`src/rtl/reaction_pkg.sv`:
```
`default_nettype none
// ============================================================================
//  Module      : reaction_pkg
//  Description : Shared state encodings, LFSR constants and step function for
//                the reaction-time game controller.
//  Revision    : 1.0 - initial release
// ============================================================================
package reaction_pkg;

    localparam int unsigned c_DEFAULT_TICK_DIV = 50000;

    localparam logic [15:0] c_LFSR_SEED = 16'hACE1;
    // Right-shifting Fibonacci form of x^16+x^14+x^13+x^11+1 taps bits 0,2,3,5
    localparam logic [15:0] c_LFSR_TAPS = 16'h002D;

    typedef logic [2:0] state_t;

    localparam state_t c_ST_IDLE        = 3'd0;
    localparam state_t c_ST_ARM         = 3'd1;
    localparam state_t c_ST_WAIT        = 3'd2;
    localparam state_t c_ST_TIMING      = 3'd3;
    localparam state_t c_ST_DONE        = 3'd4;
    localparam state_t c_ST_FALSE_START = 3'd5;

    function automatic logic [15:0] lfsr_next(input logic [15:0] i_val);
        return {^(i_val & c_LFSR_TAPS), i_val[15:1]};
    endfunction

endpackage
`default_nettype wire

```
`src/rtl/ms_tick_gen.sv`:
```
`default_nettype none
// ============================================================================
//  Module      : ms_tick_gen
//  Description : Free-running prescaler producing a one-cycle tick every
//                TICK_DIV clocks; restart realigns the phase to a full period.
//  Revision    : 1.0 - initial release
// ============================================================================
module ms_tick_gen
    import reaction_pkg::*;
#(
    parameter int unsigned TICK_DIV = c_DEFAULT_TICK_DIV
) (
    input  logic clock,
    input  logic clear,
    input  logic restart,
    output logic tick
);

    localparam int unsigned CNT_W = $clog2(TICK_DIV);
    localparam logic [CNT_W-1:0] c_LAST = CNT_W'(TICK_DIV - 1);

    logic [CNT_W-1:0] r_count;

    always_ff @(posedge clock) begin
        if (clear || restart) begin
            r_count <= '0;
        end else if (r_count == c_LAST) begin
            r_count <= '0;
        end else begin
            r_count <= r_count + CNT_W'(1);
        end
    end

    assign tick = (r_count == c_LAST);

endmodule
`default_nettype wire

```
`src/rtl/reaction_controller.sv`:
```
`default_nettype none
// ============================================================================
//  Module      : reaction_controller
//  Description : Reaction-time game FSM driving the BCD millisecond counter's
//                clear/enable inputs and the stimulus/status LEDs.
//  Revision    : 1.0 - initial release
// ============================================================================
module reaction_controller
    import reaction_pkg::*;
#(
    parameter int unsigned TICK_DIV       = c_DEFAULT_TICK_DIV,
    parameter int unsigned MIN_WAIT_TICKS = 1000,
    parameter int unsigned RAND_BITS      = 11,
    parameter int unsigned TIMEOUT_TICKS  = 999
) (
    input  logic clock,
    input  logic clear,
    input  logic start,
    input  logic react,
    output logic cnt_clear,
    output logic cnt_enable,
    output logic stim_led,
    output logic done,
    output logic timeout,
    output logic early,
    output logic busy
);

    localparam int unsigned WAIT_W = $clog2(MIN_WAIT_TICKS + (2 ** RAND_BITS));

    state_t            r_state;
    logic              r_start_q;
    logic              r_react_q;
    logic              r_edge_ok;
    logic [15:0]       r_lfsr;
    logic [WAIT_W-1:0] r_wait_cnt;
    logic [9:0]        r_elapsed;
    logic              r_done;
    logic              r_timeout;
    logic              r_early;

    logic       w_tick;
    logic       w_restart;
    logic       w_start_edge;
    logic       w_react_edge;
    logic       w_wait_done;
    logic       w_cnt_enable;
    logic       w_timeout_hit;
    logic [9:0] w_elapsed_next;

    // Edges are masked for the first cycle after reset so a button held
    // through reset does not count as a fresh press.
    assign w_start_edge = r_edge_ok & start & ~r_start_q;
    assign w_react_edge = r_edge_ok & react & ~r_react_q;

    assign w_wait_done    = (r_state == c_ST_WAIT) && !w_react_edge && w_tick
                            && (r_wait_cnt <= WAIT_W'(1));
    assign w_restart      = (r_state == c_ST_ARM) || w_wait_done;
    assign w_cnt_enable   = (r_state == c_ST_TIMING) && w_tick && !w_react_edge;
    assign w_elapsed_next = r_elapsed + 10'd1;
    assign w_timeout_hit  = w_cnt_enable && (w_elapsed_next == 10'(TIMEOUT_TICKS));

    ms_tick_gen #(
        .TICK_DIV (TICK_DIV)
    ) u_tick (
        .clock   (clock),
        .clear   (clear),
        .restart (w_restart),
        .tick    (w_tick)
    );

    always_ff @(posedge clock) begin
        if (clear) begin
            r_state    <= c_ST_IDLE;
            r_start_q  <= 1'b0;
            r_react_q  <= 1'b0;
            r_edge_ok  <= 1'b0;
            r_lfsr     <= c_LFSR_SEED;
            r_wait_cnt <= '0;
            r_elapsed  <= '0;
            r_done     <= 1'b0;
            r_timeout  <= 1'b0;
            r_early    <= 1'b0;
        end else begin
            r_start_q <= start;
            r_react_q <= react;
            r_edge_ok <= 1'b1;
            r_lfsr    <= lfsr_next(r_lfsr);

            case (r_state)
                c_ST_IDLE, c_ST_DONE, c_ST_FALSE_START: begin
                    if (w_start_edge) begin
                        r_state   <= c_ST_ARM;
                        r_done    <= 1'b0;
                        r_timeout <= 1'b0;
                        r_early   <= 1'b0;
                    end
                end
                c_ST_ARM: begin
                    r_wait_cnt <= WAIT_W'(MIN_WAIT_TICKS) + WAIT_W'(r_lfsr[RAND_BITS-1:0]);
                    r_elapsed  <= '0;
                    r_done     <= 1'b0;
                    r_timeout  <= 1'b0;
                    r_early    <= 1'b0;
                    r_state    <= c_ST_WAIT;
                end
                c_ST_WAIT: begin
                    if (w_react_edge) begin
                        r_state <= c_ST_FALSE_START;
                        r_early <= 1'b1;
                    end else if (w_tick) begin
                        r_wait_cnt <= r_wait_cnt - WAIT_W'(1);
                        if (w_wait_done) begin
                            r_state <= c_ST_TIMING;
                        end
                    end
                end
                c_ST_TIMING: begin
                    if (w_react_edge) begin
                        r_state <= c_ST_DONE;
                        r_done  <= 1'b1;
                    end else if (w_cnt_enable) begin
                        r_elapsed <= w_elapsed_next;
                        if (w_timeout_hit) begin
                            r_state   <= c_ST_DONE;
                            r_done    <= 1'b1;
                            r_timeout <= 1'b1;
                        end
                    end
                end
                default: begin
                    r_state <= c_ST_IDLE;
                end
            endcase
        end
    end

    assign cnt_clear  = (r_state == c_ST_ARM);
    assign cnt_enable = w_cnt_enable;
    assign stim_led   = (r_state == c_ST_TIMING);
    assign busy       = (r_state == c_ST_ARM) || (r_state == c_ST_WAIT)
                        || (r_state == c_ST_TIMING);
    assign done       = r_done;
    assign timeout    = r_timeout;
    assign early      = r_early;

endmodule
`default_nettype wire

```
`config.mk`:
```
export PLATFORM = sky130hd
export DESIGN_NAME = reaction_controller
export DESIGN_NICKNAME = d
export VERILOG_FILES = /design/src/rtl/reaction_pkg.sv /design/src/rtl/ms_tick_gen.sv /design/src/rtl/reaction_controller.sv
export SDC_FILE = /design/constraint.sdc
export NUM_CORES = 1
export LEC_CHECK = 0
export BUFFER_PORTS_ARGS = -buffer_cell sky130_fd_sc_hd__buf_4
export CAP_MARGIN = 20
export CELL_PAD_IN_SITES_DETAIL_PLACEMENT = 1
export CELL_PAD_IN_SITES_GLOBAL_PLACEMENT = 1
export CORE_UTILIZATION = 47
export DETAILED_ROUTE_END_ITERATION = 10
export GPL_ROUTABILITY_DRIVEN = 0
export PLACE_DENSITY = 0.78
export SYNTH_ARGS = -nofsm -noshare
export SYNTH_HDL_FRONTEND = slang
export SYNTH_SLANG_ARGS = --single-unit
export TNS_END_PERCENT = 50
```
`constraint.sdc`:
```
create_clock -name clock -period 3 [get_ports clock]
set_clock_uncertainty 0.2 [all_clocks]
set_input_delay 0.3 -clock clock [delete_from_list [all_inputs] [get_ports clock]]
set_output_delay 0.3 -clock clock [all_outputs]
set_load 0.005 [all_outputs]
```
==> results of run 1 <==
-- power by group through the flow --
stage / logic [mW] / registers (mW) / clock network [mW]
after floorplan: 0.136 / 0.902 / 0
after global placement: 0.169 / 0.913 / 0
after detailed placement: 0.174 / 0.914 / 0
after CTS: 0.176 / 0.896 / 0.929
after global routing: 0.194 / 0.900 / 0.968
final: 0.177 / 0.896 / 0.918
-- layer usage --
layer,wire length [µm],track usage,share of wire,vias up
met1,4064,0.3445,0.51,1414
met5,0,0,0,-
met3,179,0.04748,0.022,13
met4,126,0.08777,0.016,0
met2,3592,0.3733,0.45,35
li1,-,-,-,1366
-- cell usage in the layout, fill, tap and decap left out, drive strengths merged, types with 2 or more instances in the layout --
cell and count:
a2111oi 3, a211oi 4, a21oi 27, a311oi 3
a31o 3, a31oi 3, a41oi 3, and3 7
and4 2, buf 14, bufinv 3, clkbuf 9
clkinv 2, dfxtp 63, ha 6, inv 11
nand2 26, nand3 14, nand3b 2, nand4 9
nor2 43, nor2b 13, nor3 17, nor3b 3
nor4 3, nor4b 2, o21a 3, o21ai 26
o31ai 5, o32ai 2, or2 8, or4 6
xnor2 15, xor2 9
-- cell type report --
class / instances / area, µm² / share of cell area
clock inverters: 7 / 120.1 / 0.03458
multi-input cells: 283 / 1719 / 0.4950
flip-flops and latches: 63 / 1261 / 0.3631
inverters: 10 / 37.54 / 0.01081
repair buffers: 15 / 115.1 / 0.03314
well taps: 77 / 96.34 / 0.02774
clock buffers: 9 / 123.9 / 0.03566
-- state kept, by name (all words and copies together) (netlist names) --
name / cells
r_react_q: 1
done: 1
u_tick.r_count: 16
r_start_q: 1
r_lfsr: 16
r_edge_ok: 1
r_elapsed: 10
r_wait_cnt: 12
early: 1
r_state: 3
timeout: 1
-- logic make-up after synthesis --
kind of cell               count (synthesis)
DFF                                       63
adders and majority gates                  6
and+or+nand+nor                          162
xor gates and xnor gates                  24
buffers and inverters                     34
AOI/OAI and AO/OA                         91
-- critical path: cells and delay by family (launching register included) --
kind	cells	cell delay [ns]
and+or+nand+nor	3	0.95
adders and majority gates	1	0.25
buffers and inverters	1	0.20
DFF	1	0.38
-- what timing repair did --
item,4_1_cts,5_1_grt
setup buffers,0,0
endpoints found under the hold margin,1,0
hold buffers,1,0
-- path summary, 6_finish.rpt --
| check | from | to | slack (ns) |
|---|---|---|---|
| max | u_tick.r_count[0]$_SDFF_PP0_ | cnt_enable | 0.38 |
| min | react | r_react_q$_SDFF_PP0_ | 0.002 |
| max reg2reg | r_elapsed[0]$_SDFFE_PP0P_ | r_state[2]$_SDFFE_PP0P_ | 0.44 |
| min reg2reg | r_lfsr[14]$_SDFF_PP0_ | r_lfsr[13]$_SDFF_PP1_ | 0.22 |
-- through the flow --
step	hold WS [ns]	worst slack, ns	instances	util	power (mW)
2_1_floorplan	0.1895	0.8362	380	-	1.038
3_3_place_gp	0.1923	0.4996	447	0.5013	1.083
3_5_place_dp	0.1984	0.4977	447	0.5013	1.088
4_1_cts	0.006473	0.3421	464	0.5408	2.001
5_1_grt	0.009520	0.1608	464	0.5408	2.063
6_report	0.002151	0.3773	464	0.5408	1.990
==> run summary, run 1 <==
The flow ran to the end, and the final reports show no timing, DRC or antenna violations. The tools report the count of filler cells inserted in the layout as 779. The first TritonRoute pass finished after 4 iterations. The floorplan step set the die height to 83.83 µm. For this design, the sink count on the clock tree is 63.

The die span in x is 83.83 µm, and the CTS clock-pin slew for the worst setup and hold paths is 0.07 ns. The synthesized-area fraction occupied by and/or/nand/nor cells was 0.2716. The number of nets in the synthesized netlist is 390.

The part of the cycle the worst path needs works out to 0.8742. The final-report hold violation count came out at 0. Main flop type after synthesis: sky130_fd_sc_hd__dfxtp_1. Power per standard cell area: 573.1 mW/mm².

The worst setup path is launched from a flip-flop. The slowest stage of the critical path belongs to the cell sky130_fd_sc_hd__nor3_2. For the worst-skew pair, the clock arrives at the later sink with an insertion delay of 0.35 ns. Setup repair after global routing left no endpoint under its margin. Setup violations remaining at the end of the flow were counted as 0. Fraction of final layout cells with drive strength greater than 1: 0.1292. In this run the static leakage power is 1.208 nW.

The combinational share of power is 0.089, and the floorplan die area is 0.007027 mm². The min-delay analysis places its worst path in the category primary input to flip-flop. The tools report the largest voltage drop on the vdd net as 320.3 µV. Along the worst hold path, the cell count comes to 2. After detailed placement, the total cell area comes to 0.003219 mm². For the worst setup path, the data required time is 2.50 ns. After layout, the minimum clock period comes to 2.623 ns.

The number of global-route vias before repair is 2783, and the routed length per placed instance is 17.16 µm. The relative slew slack was 0.4651. The first global-routing pass estimated 13710 µm of wire. The tools report the maximum achievable frequency as 381.3 MHz. Dividing the synthesized area by the synthesized cell count gives 8.281 µm². The clock share of power was 0.461; the post-synthesis share of cell area spent on full adders, half adders and majority gates was 0.02386. The tools report the maximum clock insertion buffer count as 2.

The violation count after the first detailed-routing iteration is 132. The remaining global-route overflow was 0; the slew at the pin with the worst max-slew slack was 0.7986 ns. In this run, synthesis produced a sequential element count of 63. The root buffer cell was sky130_fd_sc_hd__clkbuf_8.

The type of the worst setup path was flip-flop to output pin. For the sequential share of power, the log shows 0.450. For the total internal power, the log shows 1.492 mW. The run gives 49 as the largest net degree at the start of global routing. The share of Yosys cell area claimed by the top area cell type came out at 0.4008. The switching share of total power works out to 0.2503. The xor/xnor share of the synthesized area is 0.06680. The global-route total usage across every layer is 0.2450.

For the sum of negative setup slack, the log shows 0 ns. The multiplexer fraction of the synthesized cell area was 0. Sorting the synthesized cells by area gives the leading types as sky130_fd_sc_hd__dfxtp_1, sky130_fd_sc_hd__nor2_1, sky130_fd_sc_hd__a21oi_1, sky130_fd_sc_hd__xnor2_1, sky130_fd_sc_hd__o21ai_0.

The run gives 2.12 ns as the arrival time at the worst endpoint. The number of antenna diodes in the final layout is 0. The fraction of the yosys area taken by sequential cells came out at 0.4008. The highest fanout seen on the critical path is 7, and the total wire length is 7963 µm. In the synthesized netlist, the number of instances is 380. The netlist uses 55 different library cells.

After routing the design area is 0.003473 mm². For this run, the number of Yosys warnings is 0. The run gives 0.006422 mm² as the standard cell core area. The tools report the max-slew violation count as 0. TritonCTS built the clock tree. 11 I/O pins were placed. Sorting the synthesized cells by how often they occur yields sky130_fd_sc_hd__dfxtp_1, sky130_fd_sc_hd__nor2_1, sky130_fd_sc_hd__a21oi_1. The reported net switching power is 498.2 µW, and the initial cell density of the core is 0.4900. Of all cell types, the one taking the most synthesized area is sky130_fd_sc_hd__dfxtp_1. The synthesized design contains 0 enable-type register cells. In this run the number of H-tree levels came out at 3. At the end of the flow, the number of nets in the layout was 392. The kind of end point of the critical path is an output pin. On the worst path, the slowest cell contributes a delay of 0.44 ns.

Buffers inserted during clock tree synthesis total 9. Combinational family with the most area after synthesis: simple AND/OR/NAND/NOR gates. The cell area that synthesis handed to floorplanning was 0.003147 mm². Post-detailed-placement half-perimeter wirelength: 5383 µm. The most common cell in the synthesized netlist is sky130_fd_sc_hd__dfxtp_1. The area growth from synthesis to layout is 10.38%. In the routed layout, each cell is associated on average with a via count of 6.095.

The initial antenna violation count is 0, and the remaining antenna violation count after routing is 0. Max-cap violations in this run came to 0. The signal on the critical path passes through ha_1 -> and3_2 -> nand4_1 -> nor3_2 -> buf_4. The post-synthesis compound-gate area fraction is 0.1841, and the standard-cell row count is 29. After clock tree synthesis, the repair step resized 0 gates.

In this run the tool buffered the top-level ports with 10 buffer cells. The number of cells on the worst reg-to-reg path is 6. The routed layout has 2828 vias. The fraction of registers with async set or reset after synthesis is 0, and the DRC violation count after routing is 0.
Note: power is estimated with default switching activity, not from simulation.
==> run 2, diff against run 1 <==
SYNTH_HIERARCHICAL = 1   (was not set)
==> run 2 against run 1 <==
Synthesized area down 2.5%. Fmax down 7.4%. Clock power down 12%. Critical path depth up 1. Highest routed layer unchanged. Via count down 6.2%. Largest power group is now registers. Total power down 3.3%. First-iteration DRC count down 14%. Global-route usage up 0.13 points. Routed wire length down 3.3%. Combinational power up 19%. Synthesized cell count down 4.5%.
==> run summary, run 2 <==
In the final timing run, aggregate negative setup slack is 0 ns. In the layout the commonest cells are sky130_fd_sc_hd__dfxtp_1, sky130_fd_sc_hd__nor2_1, sky130_fd_sc_hd__a21oi_1. For the relative slew slack, the log shows 0.6164.

The post-synthesis compound-gate area fraction was 0.1692. In the synthesized netlist, the cells that appear most often are sky130_fd_sc_hd__dfxtp_1, sky130_fd_sc_hd__nor2_1, sky130_fd_sc_hd__a21oi_1. The routed length per placed instance is 16.78 µm, and the final setup violation count is 0. The combinational family with the most area after synthesis was simple AND/OR/NAND/NOR gates. Dividing the synthesized area by the synthesized cell count gives 8.452 µm². The tools report the fraction of the yosys area taken by sequential cells as 0.4111. TritonCTS created 9 clock buffers.

The slew at the pin with the worst max-slew slack works out to 0.5729 ns. The reported net switching power was 482.2 µW. Most common cell type on the critical path: sky130_fd_sc_hd__buf_4. Number of global-route vias before repair: 2510.

The overall power of the completed layout was 1.925 mW. The tools report the sequential share of power as 0.473. For this run, the leading register cell type out of synthesis is sky130_fd_sc_hd__dfxtp_1. In this run, synthesis produced a sequential element count of 63. In this run the vertical extent of the chip is 82.80 µm. The synthesized-area fraction occupied by and/or/nand/nor cells came out at 0.2728.

Most frequent standard cell in the layout excluding fill and tap cells: sky130_fd_sc_hd__dfxtp_1. After detailed routing, the number of vias per cell comes to 5.778. The tools report the standard cell core area as 0.006314 mm². The number of placed cells counting well taps was 443. The largest single stage delay on the critical path is 0.56 ns. The tightest min-delay check is of the primary input to flip-flop type.

TritonCTS built the clock tree. The number of cells on the worst reg-to-reg path is 7. Counting flops with a built-in enable in the synthesized netlist gives 0. The tools report the max-slew violation count as 0. The number of nets handed over by synthesis was 373. The switching share of total power is 0.2506. The total of hold buffers inserted after clock tree synthesis was 1. The total number of yosys warnings is 6, and the number of gates given a new drive strength after cts is 0. The global-route wire length before repair is 12470 µm. Data arrives at the worst endpoint at 2.33 ns.

The placed standard-cell area was 0.003216 mm²; the xor/xnor share of the synthesized area was 0.07137. Utilization after layout: 0.5444. The run gives 0.2463 as the global-route total usage across every layer. Setup repair after global routing left no endpoint under its margin. The largest registers in the layout are r_lfsr x16, u_tick/r_count x16, r_wait_cnt x12. The tools report the maximum clock insertion buffer count as 2.

From synthesis to final layout, the design area changed by 12.03%. The cell type contributing the most total cell area after synthesis is sky130_fd_sc_hd__dfxtp_1. The part of the cycle the worst path needs is 0.9439, and the critical path data required time is 2.50 ns. The count of buffers added on input and output ports is 10.

In the routed design, unresolved DRC markers number 0. Based on the critical path, the design can be clocked at up to 353.1 MHz. Dividing total power by cell area gives a power density of 560.0 mW/mm². Initial antenna violation count: 0. Startpoint of the most critical hold path: react. The routed layout has 2652 vias. The reported leakage power is 1.221 nW, and the reported max-cap violation count is 0.

For the total number of H-tree levels, the log shows 3. VDD sags by at most 359.0 µV. The post-synthesis share of cell area spent on full adders, half adders and majority gates was 0.02447. The tools report the clock share of power as 0.418.

Walking the worst path, the cells encountered are or4b_1 -> nor4_2 -> nand3_1 -> buf_4 -> inv_1 -> buf_4. The run gives 459 as the number of cells in the finished layout apart from fillers. The remaining global-route overflow is 0.

The run gives 4 as the number of detailed-route iterations in the first pass. The critical path is of the flip-flop to output pin type. The worst setup path is launched from a flip-flop. The final-report hold violation count was 0. The floorplan step set the die width to 82.80 µm.

Buffers added to address setup during post-CTS repair amount to 0. For the combinational share of power, the log shows 0.110. The initial cell density of the core came out at 0.4859. The cell with the largest stage delay on the worst path was sky130_fd_sc_hd__or4b_1. Total internal power: 1.442 mW. The detailed router finished its first iteration with 113 violations.

Summed over all layers, the routed wires come to 7702 µm. Counting distinct cell types in the post-synthesis netlist gives 59. The share of Yosys cell area claimed by the top area cell type was 0.4111. The logs give 0.34 ns for the clock insertion delay at the later pin of the skew report and 0.003068 mm² for the total standard cell area after synthesis. The run finished with clean final reports. In this run the critical register-to-register path is captured at r_state[0]$_SDFFE_PP0P_.

In this run the worst path has a maximum fanout of 11. In this run the count of I/O pins placed on the die edge is 11. The finished cells cover 0.003437 mm². The endpoint of the most critical setup path was cnt_enable. By instance count, the leading cell after synthesis is sky130_fd_sc_hd__dfxtp_1.

The remaining antenna violation count after routing was 0. Row generation in the floorplan step produced 29 rows. For this run, the post-layout net count is 388. After clock tree synthesis, the clock-pin slew on the worst setup and hold paths is 0.07 ns. Setup slack on the worst reg-to-reg path comes out at 0.18 ns. By area the synthesized netlist is led by sky130_fd_sc_hd__dfxtp_1, sky130_fd_sc_hd__nor2_1, sky130_fd_sc_hd__xnor2_1, sky130_fd_sc_hd__a21oi_1, sky130_fd_sc_hd__o21ai_0. The first element of the critical path was u_tick/r_count[10]$_SDFF_PP0_.

The fraction of final layout cells with drive strength greater than 1 is 0.1335. The multiplexer fraction of the synthesized cell area was 0.003263. Clock tree synthesis selected as its root buffer the cell sky130_fd_sc_hd__clkbuf_8.

The tools report the reg-to-reg critical path startpoint as u_tick/r_count[10]$_SDFF_PP0_. The largest net degree at the start of global routing was 43; the final critical delay including setup and external delays was 2.832 ns. Floorplan die area: 0.006855 mm². In the synthesized netlist, the number of instances is 363. The antenna cell count was 0; the fraction of registers with async set or reset after synthesis was 0. Summed over all nets, the half-perimeter wirelength after detailed placement is 5273 µm. The tools report the kind of end point of the critical path as an output pin. CTS saw 63 sinks.
[run 2: cell count changes after synthesis, sizes merged, moves of 6 or more]
cell and delta:
nor4 +6, nor2 +11, nand2 -6, clkbuf -8, nor3 -6, a22oi +8
[run 2: worst min path at each step]
stage / to / slack [ns] / cells after the start
floorplan: r_lfsr[10]$_SDFF_PP1_ / 0.19 / 1
global placement: r_lfsr[11]$_SDFF_PP1_ / 0.19 / 1
detailed placement: r_lfsr[13]$_SDFF_PP1_ / 0.20 / 1
CTS: r_react_q$_SDFF_PP0_ / 0.02 / 2
global route: r_react_q$_SDFF_PP0_ / 0.03 / 2
finish: r_react_q$_SDFF_PP0_ / 0.02 / 2
[run 2: cells by family (layout without fill, tap and decap cells)]
kind of cell | after synthesis | count (layout)
and+or+nand+nor | 157 | 157
AOI/OAI and AO/OA | 81 | 81
DFF | 63 | 63
buffers and inverters | 30 | 49
xor gates and xnor gates | 25 | 25
adders and majority gates | 6 | 6
muxes | 1 | 1
[run 2: stage by stage]
stage | hold WS, ns | setup slack (ns)
after floorplan | 0.1895 | 0.2397
after global placement | 0.1924 | 0.2662
after detailed placement | 0.1957 | 0.2038
after CTS | 0.01629 | 0.1818
after global routing | 0.02668 | 0.08961
final | 0.02272 | 0.1682
[run 2: cell type report]
type / instances / area [µm²]
clock inverter: 4 / 70.07
sequential: 63 / 1261
inverter: 14 / 55.05
multi-input combinational: 270 / 1660
tap: 77 / 96.34
timing repair buffer: 20 / 152.6
clock buffer: 11 / 141.4
fill: 775 / 2877
[run 2: metal layers]
layer | track usage | share of wire | up-vias | wire length (µm)
li1 | - | - | 1325 | -
met1 | 0.3150 | 0.48 | 1286 | 3674
met2 | 0.3959 | 0.48 | 29 | 3692
met3 | 0.05027 | 0.025 | 12 | 193
met4 | 0.1155 | 0.018 | 0 | 141
met5 | 0 | 0 | - | 0
[run 2: power by group through the flow]
stage          Clock [mW]  Combinational [mW]  Sequential (mW)
6_report            0.804               0.211            0.910
2_1_floorplan           0               0.162            0.914
3_5_place_dp            0               0.210            0.927
5_1_grt             0.855               0.237            0.914
3_3_place_gp            0               0.201            0.925
4_1_cts             0.826               0.213            0.909
[run 2: critical path, delay by kind of cell (launching register included)]
kind,cells,cell delay [ns]
simple gates,3,1.06
buf+inv,3,0.57
flops,1,0.37
